===== src/rtl/enigma_keystroke_sequencer.sv =====
// Per-keystroke Enigma sequencer: steps a three-rotor odometer with double-stepping,
// lets the rotor datapath settle, captures the cipher letter and hands it to the display.
module enigma_keystroke_sequencer #(
    parameter int unsigned SETTLE  = 2,
    parameter int unsigned NOTCH_R = 16,
    parameter int unsigned NOTCH_M = 4
) (
    input  logic        clock,
    input  logic        reset,
    input  logic        key_valid,
    input  logic [25:0] key_letter,
    input  logic        load,
    input  logic [14:0] load_pos,
    input  logic [4:0]  cipher_in,
    input  logic        out_ready,
    output logic [25:0] letter_out,
    output logic [4:0]  pos_l,
    output logic [4:0]  pos_m,
    output logic [4:0]  pos_r,
    output logic [4:0]  char_out,
    output logic        char_valid,
    output logic        busy,
    output logic        drop
);

    localparam logic [4:0] NOTCH_R_C  = 5'(NOTCH_R);
    localparam logic [4:0] NOTCH_M_C  = 5'(NOTCH_M);
    localparam logic [3:0] SETTLE_M1  = 4'(SETTLE - 1);

    typedef enum logic [1:0] {
        ST_IDLE   = 2'd0,
        ST_STEP   = 2'd1,
        ST_SETTLE = 2'd2,
        ST_EMIT   = 2'd3
    } state_t;

    state_t      state_q, state_d;
    logic [4:0]  pos_l_q, pos_l_d;
    logic [4:0]  pos_m_q, pos_m_d;
    logic [4:0]  pos_r_q, pos_r_d;
    logic [25:0] letter_q, letter_d;
    logic [4:0]  char_q, char_d;
    logic        char_valid_q, char_valid_d;
    logic        busy_q, busy_d;
    logic        drop_q, drop_d;
    logic [3:0]  cnt_q, cnt_d;
    logic        r_at_notch_s;
    logic        m_at_notch_s;

    function automatic logic [4:0] wrap_inc(input logic [4:0] p);
        return (p == 5'd25) ? 5'd0 : (p + 5'd1);
    endfunction

    function automatic logic [4:0] sanitize(input logic [4:0] p);
        return (p > 5'd25) ? 5'd0 : p;
    endfunction

    function automatic logic is_onehot(input logic [25:0] v);
        return (v != 26'd0) && ((v & (v - 26'd1)) == 26'd0);
    endfunction

    // Notch detection always uses the pre-step positions, which gives the double step.
    always_comb begin
        r_at_notch_s = (pos_r_q == NOTCH_R_C);
        m_at_notch_s = (pos_m_q == NOTCH_M_C);
    end

    // Next-state and next-output computation for the keystroke FSM.
    always_comb begin
        state_d      = state_q;
        pos_l_d      = pos_l_q;
        pos_m_d      = pos_m_q;
        pos_r_d      = pos_r_q;
        letter_d     = letter_q;
        char_d       = char_q;
        char_valid_d = char_valid_q;
        cnt_d        = cnt_q;
        drop_d       = key_valid & (state_q != ST_IDLE);

        case (state_q)
            ST_IDLE: begin
                if (load) begin
                    pos_l_d = sanitize(load_pos[14:10]);
                    pos_m_d = sanitize(load_pos[9:5]);
                    pos_r_d = sanitize(load_pos[4:0]);
                    drop_d  = key_valid;
                end else if (key_valid) begin
                    if (is_onehot(key_letter)) begin
                        letter_d = key_letter;
                        state_d  = ST_STEP;
                        drop_d   = 1'b0;
                    end else begin
                        drop_d = 1'b1;
                    end
                end else begin
                    drop_d = 1'b0;
                end
            end
            ST_STEP: begin
                pos_r_d = wrap_inc(pos_r_q);
                if (r_at_notch_s || m_at_notch_s) begin
                    pos_m_d = wrap_inc(pos_m_q);
                end else begin
                    pos_m_d = pos_m_q;
                end
                if (m_at_notch_s) begin
                    pos_l_d = wrap_inc(pos_l_q);
                end else begin
                    pos_l_d = pos_l_q;
                end
                cnt_d   = SETTLE_M1;
                state_d = ST_SETTLE;
            end
            ST_SETTLE: begin
                if (cnt_q == 4'd0) begin
                    char_d       = cipher_in;
                    char_valid_d = 1'b1;
                    state_d      = ST_EMIT;
                end else begin
                    cnt_d = cnt_q - 4'd1;
                end
            end
            ST_EMIT: begin
                if (out_ready) begin
                    char_valid_d = 1'b0;
                    state_d      = ST_IDLE;
                end else begin
                    char_valid_d = 1'b1;
                end
            end
            default: begin
                state_d      = ST_IDLE;
                char_valid_d = 1'b0;
            end
        endcase

        busy_d = (state_d != ST_IDLE);
    end

    // State and registered outputs; reset aborts any pending character.
    always_ff @(posedge clock or posedge reset) begin
        if (reset) begin
            state_q      <= ST_IDLE;
            pos_l_q      <= 5'd0;
            pos_m_q      <= 5'd0;
            pos_r_q      <= 5'd0;
            letter_q     <= 26'd0;
            char_q       <= 5'd0;
            char_valid_q <= 1'b0;
            busy_q       <= 1'b0;
            drop_q       <= 1'b0;
            cnt_q        <= 4'd0;
        end else begin
            state_q      <= state_d;
            pos_l_q      <= pos_l_d;
            pos_m_q      <= pos_m_d;
            pos_r_q      <= pos_r_d;
            letter_q     <= letter_d;
            char_q       <= char_d;
            char_valid_q <= char_valid_d;
            busy_q       <= busy_d;
            drop_q       <= drop_d;
            cnt_q        <= cnt_d;
        end
    end

    assign letter_out = letter_q;
    assign pos_l      = pos_l_q;
    assign pos_m      = pos_m_q;
    assign pos_r      = pos_r_q;
    assign char_out   = char_q;
    assign char_valid = char_valid_q;
    assign busy       = busy_q;
    assign drop       = drop_q;

endmodule


===== config.mk =====
export PLATFORM = sky130hd
export DESIGN_NAME = enigma_keystroke_sequencer
export DESIGN_NICKNAME = d
export VERILOG_FILES = /design/src/rtl/enigma_keystroke_sequencer.sv
export SDC_FILE = /design/constraint.sdc
export NUM_CORES = 1
export LEC_CHECK = 0
export ABC_CLOCK_PERIOD_IN_PS = 2230
export BUFFER_PORTS_ARGS = -buffer_cell sky130_fd_sc_hd__clkbuf_2
export CORE_AREA = 5 5 100 102
export DETAILED_ROUTE_END_ITERATION = 10
export DIE_AREA = 0 0 105 107
export PLACE_DENSITY_LB_ADDON = 0.15
export SYNTH_ARGS = -nofsm -noshare
export SYNTH_HDL_FRONTEND = slang
export SYNTH_SLANG_ARGS = --single-unit

===== constraint.sdc =====
create_clock -name clock -period 2.23 [get_ports clock]
set_clock_uncertainty 0.2 [all_clocks]
set_input_delay 0.5575 -clock clock [delete_from_list [all_inputs] [get_ports clock]]
set_output_delay 0.5575 -clock clock [all_outputs]
set_load 0.02 [all_outputs]

# Yosys cells after proc, flatten, opt, wreduce, memory -nomap -nowiden
# Index checks and enable logic that the tools add are counted.
[totals] regBits=55 latchBits=0 ram_bits=0 romBits=0 input_bits=51 output_inout_bits=49 wordCells=81 mem_count=0
[classes] n_addsub=5 mul=0 div_mod_pow=0 magnitude_cmp=3 eq_ne=13 shifts=0 n_mux=29 bitwise=3 reduce_logical=18
[op_table] op="5-bit 2-to-1 mux" count=11
[op_table] op="5-bit case mux with 2 select lines" count=3
[op_table] op="26-bit bitwise AND" count=1
[op_table] op="26-bit logical NOT" count=1
[op_table] op="26-bit nonzero test" count=1
[op_table] op="26-bit by 1-bit subtractor with 26-bit output, second input constant" count=1
[op_table] op="5-bit equality test, second input constant" count=4
[op_table] op="5-bit by 1-bit adder with 5-bit output, second input constant" count=3
[op_table] op="5-bit greater-than comparator, second input constant" count=3
[op_table] op="2-bit 2-to-1 mux" count=5
[op_table] op="2-bit != test, second input constant" count=5
[op_table] op="2-bit nonzero test" count=5
[op_table] op="2-bit case mux with 4 select lines" count=1
[op_table] op="4-bit case mux with 2 select lines" count=1
[op_table] op="2-bit AND reduction" count=4
[op_table] op="1-bit 2-to-1 mux" count=6
[op_table] op="3-bit AND reduction" count=2
[op_table] op="5-bit by 3-bit equality test with 1-bit output, second input constant" count=1
[op_table] op="2-bit equality test, second input constant" count=2
[op_table] op="4-bit logical NOT" count=1
[op_table] op="4-bit 2-to-1 mux" count=1
[op_table] op="4-bit AND reduction" count=1
[op_table] op="4-bit by 1-bit subtractor with 4-bit output, second input constant" count=1
[op_table] op="2-bit by 1-bit equality test with 1-bit output, second input constant" count=1
[op_table] op="other kinds (6)" count=6

# Longest topological paths before layout
# Gate-level depths: netlist of run 1.
[logic_depth] depth_word=9 mapped_depth=9 depth_no_buf=7

# Worst setup path after synthesis of run 1
# Ideal clock, no wire load.
[synth_timing] kind="input to register" start="input port key_letter[0]" end="register letter_q[10] (netlist: letter_out[10])" setup_ns=0.125 t_arrival_ns=3.046 slack_ns=-1.141 cell_stages=9 n_path_buf=2 path_cell_list="or4_1 -> buf_2 -> or3_4 -> or3_1 -> a211oi_1 -> o2111a_1 -> nand4_4 -> buf_6 -> mux2_4"
[synth_between] elab_chain_len=5
[synth_lines] element="from (decl)" line="11" source="input logic [25:0] key_letter,"
[synth_lines] element="26-bit by 1-bit subtractor with 26-bit output" line="59" source="return (v != 26'd0) && ((v & (v - 26'd1)) == 26'd0);"
[synth_lines] element="26-bit bitwise AND" line="59"
[synth_lines] element="26-bit logical NOT" line="59"
[synth_lines] element="1-bit logical AND *" line="59"
[synth_lines] element="4-bit AND reduction (no line) *"
[synth_lines] element="to (signal assigned)" line="158" source="letter_q <= letter_d;"
[synth_lines] element="to (decl)" line="41" source="logic [25:0] letter_q, letter_d;"
# Mark *: on every way between the ends. The rest lies on a longest branch, timed or not.
# A chain may end at the register's enable or synchronous reset.

# Final worst setup path of run 1
[layout_timing] start="input port key_letter[8]" end="register letter_q[4] (netlist: letter_out[4])"
# Same word-level chain as after synthesis.

==> results.md, run 1 <==
* Outcome: finished, violations left
* Failing checks: setup timing
* Multi-input logic area at 1660 um2
* Number of global-route vias before repair at 2861
* Post-route antenna net violation count at 0
* Global-route wire length before repair at 14.0 mm
* Area contributors post-synth: dfrtp_1 45%, mux2_4 8.8%, mux2_2 4.8%
* HPWL Detailed at 6.58 mm
* Xor/xnor share of the synthesized area at 0
* Root buf cell: clkbuf_8
* Synth top cells by count: 55 x dfrtp_1, 28 x o21ai_0, 21 x a21oi_1
* Layout Cells excl Fill at 548
* Clock latency on the worst-skew pair at 0.30 ns
* Post-synthesis async set-or-reset flop share at 1.00
* Fin nets at 496
* H-Tree Depth at 2
* Drt initial violations at 43
* CP max stage delay at 0.50 ns
* Switch Pwr at 1.40 mW
* Adder-cell area share of the yosys netlist at 0.0400
* Mapped Area at 3070 um2
* Crit start category: input port
* Sequential power share at 0.371
* Busiest grt layer: met2
* Area post-placement at 4060 um2
* Final Hold Slack at 0.277 ns
* Placed Cells at 537
* Post-synthesis sequential area ratio at 0.449
* Final worst slack at -0.847 ns
* Antenna violations before repair at 0
* Crit. End Element: flip-flop
* Minimum clock period at 3.08 ns
* Pleak at 2.18 nW
* Peak supply drop at 0.487 mV
* P&R area growth vs syn at 40.1%
* Internal at 2.24 mW
* Initial core utilization at 0.340
* Max Cap Violations at 0
* Filler cells at 886
* PortBufs at 99
* Slew HR at 0.696
* First-pass DRT Iterations at 5
* Ys flop type: dfrtp_1
* Most used cell, CP: or3_4
* Critical-path maximum fanout at 16
* Worst path top cell family by delay: simple AND/OR/NAND/NOR gates
* Slew @ Worst Pin at 0.451 ns
* FF-to-FF setup slack at 0 ns
* Num rows at 35
* # IOs at 100
* GRT met1 Usage at 0.202
* Multiplexer share of the synthesized area at 0.142
* Core area at 9020 um2
* Top-count cell post-synth: dfrtp_1
* Die area at 11200 um2
* Switching portion of total power at 0.385
* Final hold vios at 0
* Total wire length at 8.39 mm
* Clk sink count at 55
* Fin crit share at 1.38
* Congestion Overflow GR at 0
* Slowest cell on crit path: or4_4
* Largest family of logic cells by synthesized area: compound AO/OA/AOI/OAI gates
* Setup CP Type: in2reg
* Synth Warn # at 0
* Final Power at 3.64 mW
* Layout cells sized above 1 at 0.478
* Compound-gate portion of the synthesized area at 0.176
* GRT met3 Usage at 0.0301
* Final instance area at 4300 um2
* Met2 usage at 0.241
* Pwr per Cell Area at 848 nW/um2
* Synth area leader: dfrtp_1
* CTS tree: yes
* Comb pwr share at 0.412
* CTS max path bufs at 2
* Max-slew violations at 0
* Yosys top cell area share at 0.449
* GP Congestion at 0.812
* Post-synthesis simple-gate area fraction at 0.158
* CTS buffer count at 5
* Syn Area/Cell at 10.7 um2
* # setup viols final at 29
* GRT Overall Usage at 0.149
* Detailed-route via count at 2822
* DP Worst Slack at -1.27 ns
* Worst EP required at 2.23 ns
* DRC Markers at 0
* Netlist cell types at 51
* Reg area at 1380 um2
* Avg WL per Cell at 15.3 um
* Final setup TNS at -23.09 ns
* #FFs+latches synth at 55
* RSZ-0062 raised after global routing: yes
* Buf/Inv on CP at 3
* Die outline height at 107 um
* Horiz. Die Dim at 105 um
* Reg clk slew, reported paths at 0.10 ns
* Layout Utilization at 0.476
* FMAX at 325 MHz
* # diodes at 0
* Syn Inst Count at 287
* Vias per inst at 5.15
* CP cell instances: clkbuf_2 > buf_6 > or4_4 > or3_4 > or3_4 > a211oi_2 > o2111a_2 > nand4_4 > buf_12 > mux2_4
* Mapped Nets at 347
* EDFF count, synth at 0
* Largest net degree at the start of global routing at 31
* Clk pwr share at 0.217
* Hold Path Class: in2reg
* CP arrival at 3.07 ns
## state kept, by name, indices dropped and copies added (netlist names)
signal and cells:
pos_r 5, cnt_q 4, char_out 5, busy 1, char_valid 1, state_q 2
drop 1, pos_l 5, pos_m 5, letter_out 26
## power groups by stage
stage,logic (mW),registers (mW),clock network [mW]
2_1_floorplan,0.718,1.55,0
3_3_place_gp,1.47,1.37,0
3_5_place_dp,1.49,1.37,0
4_1_cts,1.51,1.36,0.821
5_1_grt,1.67,1.39,0.857
6_report,1.50,1.35,0.791
## repair_timing
action | CTS | global route
endpoints found under the setup margin | 29 | 33
setup buffers | 1 | 1
pin swaps | 1 | 0
resized for setup | 12 | 5
hold buffers | 1 | 0
hold endpoints to repair | 12 | 0
## final cells by class
class,instances,share of cell area
multi-input combinational,208,0.386
sequential,55,0.320
timing repair buffer,151,0.216
tap,111,0.0323
clock buffer,5,0.0160
clock inverter,3,0.0157
inverter,15,0.0131
## cell families (layout without fill, tap and decap cells)
logic type | Yosys count | after routing
simple gates | 81 | 81
flops | 55 | 55
mux | 33 | 33
buf+inv | 24 | 174
compound gates | 84 | 84
fa+ha+maj | 10 | 10
## layout by cell type (no fill, tap or decap), types with 5 or more instances in the layout
cell type | synthesis | routed
mux2_2 | 13 | 13
mux2_4 | 18 | 18
clkbuf_8 | 0 | 5
clkbuf_2 | 0 | 99
o21ai_0 | 28 | 28
nor3_1 | 9 | 9
nor2_1 | 9 | 8
buf_4 | 0 | 47
inv_1 | 14 | 13
ha_1 | 9 | 9
dfrtp_1 | 55 | 55
nand2_1 | 13 | 13
or4_1 | 12 | 8
nand3_1 | 7 | 7
a211oi_1 | 6 | 5
a21oi_1 | 21 | 21
## routing by layer
metal,share of wire,wire [um]
met5,0,0
met4,0.011,94
met3,0.040,339
met2,0.48,4030
met1,0.47,3930
## worst register-to-register path, stage by stage (launching register included)
cell and delay [ns]:
dfrtp_1 0.39, a211oi_1 0.18, o2111a_1 0.21, o311ai_1 0.11, a211oi_2 0.17, o2111a_2 0.26, nand4_4 0.12, buf_12 0.19
mux2_4 0.31
## path summary, 6_finish.rpt
kind / startpoint / end / cells after the start
max: key_letter[8] / letter_out[4] / 10
min: cipher_in[3] / char_out[3] / 2
min reg2reg: letter_out[12] / letter_out[12] / 1
max in group asynchronous: reset / pos_r[4] / 4
max reg2reg: state_q[0] / letter_out[4] / 8
min in group asynchronous: reset / pos_l[4] / 3
Power figures use the tool's default switching activity.
==> inputs of run 2 (changes only) <==
--- a/config.mk
+++ b/config.mk
@@ -7,6 +7,8 @@
 export LEC_CHECK = 0
 export ABC_CLOCK_PERIOD_IN_PS = 2230
 export BUFFER_PORTS_ARGS = -buffer_cell sky130_fd_sc_hd__clkbuf_2
+export CELL_PAD_IN_SITES_DETAIL_PLACEMENT = 0
+export CELL_PAD_IN_SITES_GLOBAL_PLACEMENT = 1
 export CORE_AREA = 5 5 100 102
 export DETAILED_ROUTE_END_ITERATION = 10
 export DIE_AREA = 0 0 105 107
==> run 2 against run 1 <==
  * The flow still finishes with violations (setup timing)
  * Clock-buffer cell count increased by 1
  * Maximum frequency is 1.1% higher
  * Flip-flop and latch count is the same
  * Core utilization fell by 1.2 points
  * Critical endpoint is now letter_out[7]
  * Largest cell class unchanged
==> results.md, run 2 (synthesized netlist as in run 1, its figures left out) <==
* CP max stage delay at 0.57 ns (+0.07 ns)
* # IOs at 100 (unchanged)
* Worst path top cell family by delay: simple AND/OR/NAND/NOR gates
* CTS max path bufs at 2 (unchanged)
* GP Congestion at 0.826 (+1.7%)
* Die area at 11200 um2 (unchanged)
* Num rows at 35 (unchanged)
* Pleak at 2.12 nW (-2.6%)
* Layout cells sized above 1 at 0.468 (-0.0107)
* CTS Hold Bufs at 0 (-1)
* First-pass DRT Iterations at 4 (-1)
* Minimum clock period at 3.04 ns (-0.0320 ns)
* Largest register FFs at 26 (unchanged)
* HPWL Detailed at 6.31 mm (-4.0%)
* Most frequent cells in the layout: 99 x clkbuf_2, 55 x dfrtp_1, 44 x buf_4, 27 x o21ai_0, 20 x a21oi_1
* Antenna violations before repair at 0 (unchanged)
* Slew @ Worst Pin at 0.393 ns (-0.0583 ns)
* Total wire length at 8.26 mm (-1.6%)
* Slowest cell on crit path: or4_4
* Filler cells at 899 (+1.5%)
* CP cell instances: clkbuf_2 > or4_4 > or3_4 > or3_1 > a211oi_2 > o2111a_2 > nand4_4 > buf_12 > mux2_4
* # diodes at 0 (unchanged)
* Final instance area at 4190 um2 (-2.6%)
* Pwr per Cell Area at 816 nW/um2 (-3.8%)
* CTS tree: yes
* Crit start category: input port
* Global-route wire length before repair at 13.6 mm (-3.1%)
* Die outline height at 107 um (unchanged)
* Setup CP Type: in2reg
* Placed Cells at 534 (-0.56%)
* Final worst slack at -0.815 ns (+0.0320 ns)
* PortBufs at 99 (unchanged)
* Vias per inst at 5.11 (-0.69%)
* Reg clk slew, reported paths at 0.11 ns (about the same)
* Outcome: finished, violations left
* RSZ-0062 raised after global routing: yes
* Core area at 9020 um2 (unchanged)
* Fin crit share at 1.37 (-0.0144)
* Detailed-route via count at 2777 (-1.6%)
* Hold Path Class: in2async
* Fin nets at 491 (-1.0%)
* Failing checks: setup timing
* DRC Markers at 0 (unchanged)
* FMAX at 328 MHz (+1.1%)
* Max Cap Violations at 0 (unchanged)
* GRT Overall Usage at 0.146 (-0.00316)
* Multi-input logic area at 1640 um2 (-0.91%)
* CP arrival at 3.06 ns (about the same)
* Drt initial violations at 96 (+120%)
* Buf/Inv on CP at 2 (-1)
* Horiz. Die Dim at 105 um (unchanged)
* Avg WL per Cell at 15.2 um (-0.68%)
* Congestion Overflow GR at 0 (unchanged)
* Clk sink count at 55 (unchanged)
* P&R area growth vs syn at 36.5%
* Commonest non-fill, non-tap cell in the layout: clkbuf_2
* Crit. End Element: flip-flop
* Critical-path maximum fanout at 16 (unchanged)
* Worst EP required at 2.25 ns (+0.02 ns)
* # setup viols final at 29 (unchanged)
* CTS buffer count at 5 (unchanged)
* Layout Cells excl Fill at 543 (-0.91%)
* Peak supply drop at 0.403 mV (-17%)
* Largest net degree at the start of global routing at 56 (+81%)
* Slew HR at 0.737 (+0.0414)
* Root buf cell: clkbuf_8
* Initial core utilization at 0.340 (unchanged)
* Max-slew violations at 0 (unchanged)
* Post-route antenna net violation count at 0 (unchanged)
* Reg area at 1380 um2 (unchanged)
* Number of global-route vias before repair at 2645 (-7.5%)
* Area post-placement at 4040 um2 (-0.55%)
* Final hold vios at 0 (unchanged)
* H-Tree Depth at 2 (unchanged)
* Clock latency on the worst-skew pair at 0.32 ns (+0.02 ns)
[run 2: repair_timing]
action,in CTS,in global routing
pin swaps,3,1
hold endpoints to repair,0,0
endpoints found under the setup margin,29,34
resized for setup,8,6
setup buffers,1,0
[run 2: final timing paths]
check	start	slack (ns)	depth (start not counted)	to
min in group clock	cipher_in[0]	0.27	2	char_out[0]
worst max register to register	state_q[0]	-0.01	8	letter_out[7]
worst min-delay path	reset	0.07	3	char_out[0]
worst min register to register	char_out[0]	0.31	1	char_out[0]
max in group asynchronous	reset	1.50	3	pos_r[0]
worst max-delay path	key_letter[0]	-0.81	9	letter_out[7]
[run 2: where the power goes]
group / internal [mW] / total, mW / leakage, nW / switching [mW]
combinational: 0.605 / 1.50 / 1.35 / 0.895
sequential: 1.19 / 1.35 / 0.725 / 0.166
clock: 0.221 / 0.564 / 0.0412 / 0.343
total: 2.01 / 3.42 / 2.12 / 1.40
[run 2: cell type report]
class                   instances  area share
multi-input cells             208       0.393
flip-flops and latches         55       0.329
repair buffers                146       0.212
well taps                     111      0.0332
clock buffers                   6      0.0173
inverters                      15      0.0135
clock inverters                 2     0.00299
[run 2: metal layers]
metal,GRT usage,wire [um],vias to the layer above
met2,0.226,3810,61
met5,0,0,-
met1,0.204,3980,1319
met3,0.0385,410,5
met4,0.0301,61,0
li1,-,-,1392
[run 2: per-stage QoR]
stage / TNS (ns) / hold slack (ns) / worst slack (ns) / utilization / total power, mW
after CTS: -22.75 / 0.0872 / -0.834 / 0.461 / 3.45
after detailed placement: -36.60 / 0.293 / -1.31 / 0.448 / 2.87
final: -22.14 / 0.0652 / -0.815 / 0.464 / 3.42
after global routing: -23.15 / 0.0939 / -0.846 / 0.464 / 3.68
after global placement: -36.40 / 0.286 / -1.30 / 0.448 / 2.86
after floorplan: -29.67 / 0.276 / -1.11 / - / 2.26
[run 2: tightest hold or removal path, stage by stage]
cell and delay [ns]:
clkbuf_2 0.09, inv_2 0.06, buf_12 0.26
==> inputs of run 3 (changes only) <==
--- a/config.mk
+++ b/config.mk
@@ -5,13 +5,14 @@
 export SDC_FILE = /design/constraint.sdc
 export NUM_CORES = 1
 export LEC_CHECK = 0
+export ABC_AREA = 1
 export ABC_CLOCK_PERIOD_IN_PS = 2230
 export BUFFER_PORTS_ARGS = -buffer_cell sky130_fd_sc_hd__clkbuf_2
 export CELL_PAD_IN_SITES_DETAIL_PLACEMENT = 0
 export CELL_PAD_IN_SITES_GLOBAL_PLACEMENT = 1
-export CORE_AREA = 5 5 100 102
+export CORE_AREA = 5 5 107 109
 export DETAILED_ROUTE_END_ITERATION = 10
-export DIE_AREA = 0 0 105 107
+export DIE_AREA = 0 0 112 114
 export PLACE_DENSITY_LB_ADDON = 0.15
 export SYNTH_ARGS = -nofsm -noshare
 export SYNTH_HDL_FRONTEND = slang
==> run 3 against run 2 <==
  * The flow now finishes without violations
  * Register-to-register slack improved by 0.39 ns
  * Design area increased by 8.6%
  * Via count increased by 23%
  * Non-clock buffer count unchanged
  * Die area increased by 14%
  * Combinational power increased by 17%
==> results.md, run 3 <==
* DP Worst Slack at -0.316 ns (+0.999 ns)
* CTS max path bufs at 2 (unchanged)
* Area post-placement at 4390 um2 (+8.7%)
* Avg WL per Cell at 13.2 um (-13%)
* Final worst slack at 0.143 ns (+0.958 ns)
* Fin crit share at 0.936 (-0.429)
* Die outline height at 114 um (+6.5%)
* Netlist cell types at 35 (-31%)
* Post-synthesis simple-gate area fraction at 0.373 (+0.214)
* Synth Warn # at 0 (unchanged)
* Commonest non-fill, non-tap cell in the layout: nand2_1
* PortBufs at 99 (unchanged)
* Minimum clock period at 2.09 ns (-0.958 ns)
* Final setup TNS at 0 ns (+22.14 ns)
* P&R area growth vs syn at 36.0%
* Multiplexer share of the synthesized area at 0.0168 (-0.126)
* Xor/xnor share of the synthesized area at 0.0210 (+0.0210)
* Synth area leader: dfrtp_1
* Largest net degree at the start of global routing at 39 (-30%)
* Ys flop type: dfrtp_1
* CTS tree: yes
* Final Power at 3.95 mW (+16%)
* Syn Inst Count at 444 (+55%)
* Max Cap Violations at 0 (unchanged)
* Synth top cells by count: 126 x nand2_1, 60 x nor2_1, 55 x dfrtp_1
* Layout Utilization at 0.433 (-0.0312)
* Die area at 12800 um2 (+14%)
* CTS buffer count at 5 (unchanged)
* Setup CP Type: in2reg
* Core area at 10500 um2 (+16%)
* Pwr per Cell Area at 869 nW/um2 (+6.5%)
* # diodes at 0 (unchanged)
* Final hold vios at 0 (unchanged)
* Compound-gate portion of the synthesized area at 0.0823 (-0.0932)
* First-pass DRT Iterations at 4 (unchanged)
* Slowest cell on crit path: nor2_8
* Crit start category: input port
* Worst EP required at 2.24 ns (about the same)
* Pleak at 2.42 nW (+14%)
* Post-synthesis sequential area ratio at 0.412 (-0.0375)
* Most frequent cells in the layout: 125 x nand2_1, 99 x clkbuf_2, 55 x dfrtp_1, 51 x nor2_1, 41 x buf_4
* Largest family of logic cells by synthesized area: simple AND/OR/NAND/NOR gates
* Slew HR at 0.720 (-0.0174)
* Syn Area/Cell at 7.53 um2 (-29%)
* Drt initial violations at 165 (+72%)
* Reg2reg start: pos_m[0]
* Top-count cell post-synth: nand2_1
* Critical R2R Capture: pos_m[4]
* Total wire length at 9.60 mm (+16%)
* Mapped Area at 3340 um2 (+9.1%)
* Hold Path Class: in2async
* Congestion Overflow GR at 0 (unchanged)
* Number of global-route vias before repair at 3561 (+35%)
* Yosys top cell area share at 0.412 (-0.0375)
* Root buf cell: clkbuf_8
* Initial core utilization at 0.318 (-0.0215)
* Layout cells sized above 1 at 0.331 (-0.137)
* Slew @ Worst Pin at 0.420 ns (+0.0265 ns)
* Most used cell, CP: nand2_1
* Crit. End Element: flip-flop
* CP cell instances: clkbuf_2 > nor2_2 > nand2_4 > nor2_2 > nand3_1 > nand2_1 > nand4_2 > nor2_8 > nand3_4 > buf_12 > nand2_1 > nand2_1
* Critical-path maximum fanout at 28 (+12)
* Vias per inst at 4.70 (-8.1%)
* Final Hold Slack at 0.0193 ns (-0.0459 ns)
* FMAX at 479 MHz (+46%)
* Max-slew violations at 0 (unchanged)
* Detailed-route via count at 3427 (+23%)
* FF-to-FF setup slack at 0.38 ns (+0.39 ns)
* Worst path top cell family by delay: simple AND/OR/NAND/NOR gates
* EDFF count, synth at 0 (unchanged)
* Placed Cells at 721 (+35%)
* Peak supply drop at 0.411 mV (+1.8%)
* HPWL Detailed at 8.09 mm (+28%)
* # setup viols final at 0 (-100%)
* H-Tree Depth at 2 (unchanged)
* CP arrival at 2.09 ns (-0.97 ns)
* Clk sink count at 55 (unchanged)
* DRC Markers at 0 (unchanged)
* Post-synthesis async set-or-reset flop share at 1.00 (unchanged)
* #FFs+latches synth at 55 (unchanged)
* CP max stage delay at 0.20 ns (-0.37 ns)
* Global-route wire length before repair at 16.5 mm (+22%)
* # IOs at 100 (unchanged)
* GP Congestion at 0.869 (+5.1%)
* Outcome: finished, final reports clean
* CTS Hold Bufs at 0 (unchanged)
* Num rows at 38 (+8.6%)
* Area contributors post-synth: dfrtp_1 41%, nand2_1 14%, nor2_1 6.7%
* Horiz. Die Dim at 112 um (+6.7%)
* RSZ-0062 raised after global routing: no
* Largest register FFs at 26 (unchanged)
* Buf/Inv on CP at 2 (unchanged)
* Reg2reg path depth at 9 (+1)
* Clock latency on the worst-skew pair at 0.30 ns (-0.02 ns)
* Post-route antenna net violation count at 0 (unchanged)
* Final instance area at 4550 um2 (+8.6%)
* Mapped Nets at 504 (+45%)
* Fin nets at 648 (+32%)
* Antenna violations before repair at 0 (unchanged)
* Reg clk slew, reported paths at 0.10 ns (about the same)
* Layout Cells excl Fill at 729 (+34%)
* GRT Overall Usage at 0.156 (+0.0100)
* Adder-cell area share of the yosys netlist at 0.0337 (-0.00633)
run 3: cell count changes in the layout (fill, tap and decap cells not counted), moves of 6 or more:
cell / before / now
a21oi_1: 20 / 8
inv_1: 13 / 37
mux2_2: 13 / 5
mux2_4: 18 / 0
nand2_1: 12 / 125
nand3_1: 7 / 30
nand4_1: 0 / 28
nor2_1: 8 / 51
nor2_2: 1 / 16
o21ai_0: 27 / 21
or4_1: 9 / 0
run 3: cell families after synthesis:
logic type	Yosys count
adder cells (fa/ha/maj)	9
AO/OA/AOI/OAI	46
AND/OR/NAND/NOR	271
flip-flops	55
multiplexers	5
XOR/XNOR	8
buffers and inverters	50
run 3: worst max-delay path by stage:
stage                       start        endpoint  slack [ns]  depth (start not counted)
global route        key_letter[0]   letter_out[7]     0.00002                         14
finish              key_letter[2]  letter_out[20]        0.14                         12
CTS                 key_letter[6]   letter_out[3]        0.02                         14
global placement    key_letter[8]   letter_out[4]       -0.28                         14
floorplan           key_letter[0]  letter_out[10]        0.09                         13
detailed placement  key_letter[6]  letter_out[21]       -0.32                         14
run 3: repair_timing:
item / CTS / global route
resized for setup: 0 / 13
setup endpoints to repair: 0 / 29
setup buffers: 0 / 0
run 3: layout make-up:
type | instances | area [um2]
Sequential cell | 55 | 1380
Inverter | 41 | 154
Multi-Input combinational cell | 339 | 1800
Fill cell | 1118 | 5960
Timing Repair Buffer | 146 | 923
Clock inverter | 2 | 35.0
Clock buffer | 6 | 82.6
Tap cell | 140 | 175
run 3: metal layers:
metal,vias to the layer above,share of wire,wire length [um],track usage
met5,-,0,0,0
met4,0,0.011,102,0.0345
met3,8,0.051,490,0.0249
met2,89,0.52,4970,0.294
met1,1582,0.42,4040,0.186
li1,1748,-,-,-
run 3: report_power, final:
| group | switching (mW) | internal, mW | total, mW | leakage [nW] |
|---|---|---|---|---|
| combinational | 1.05 | 0.705 | 1.76 | 1.64 |
| clock | 0.319 | 0.364 | 0.683 | 0.0612 |
| sequential | 0.261 | 1.25 | 1.51 | 0.715 |
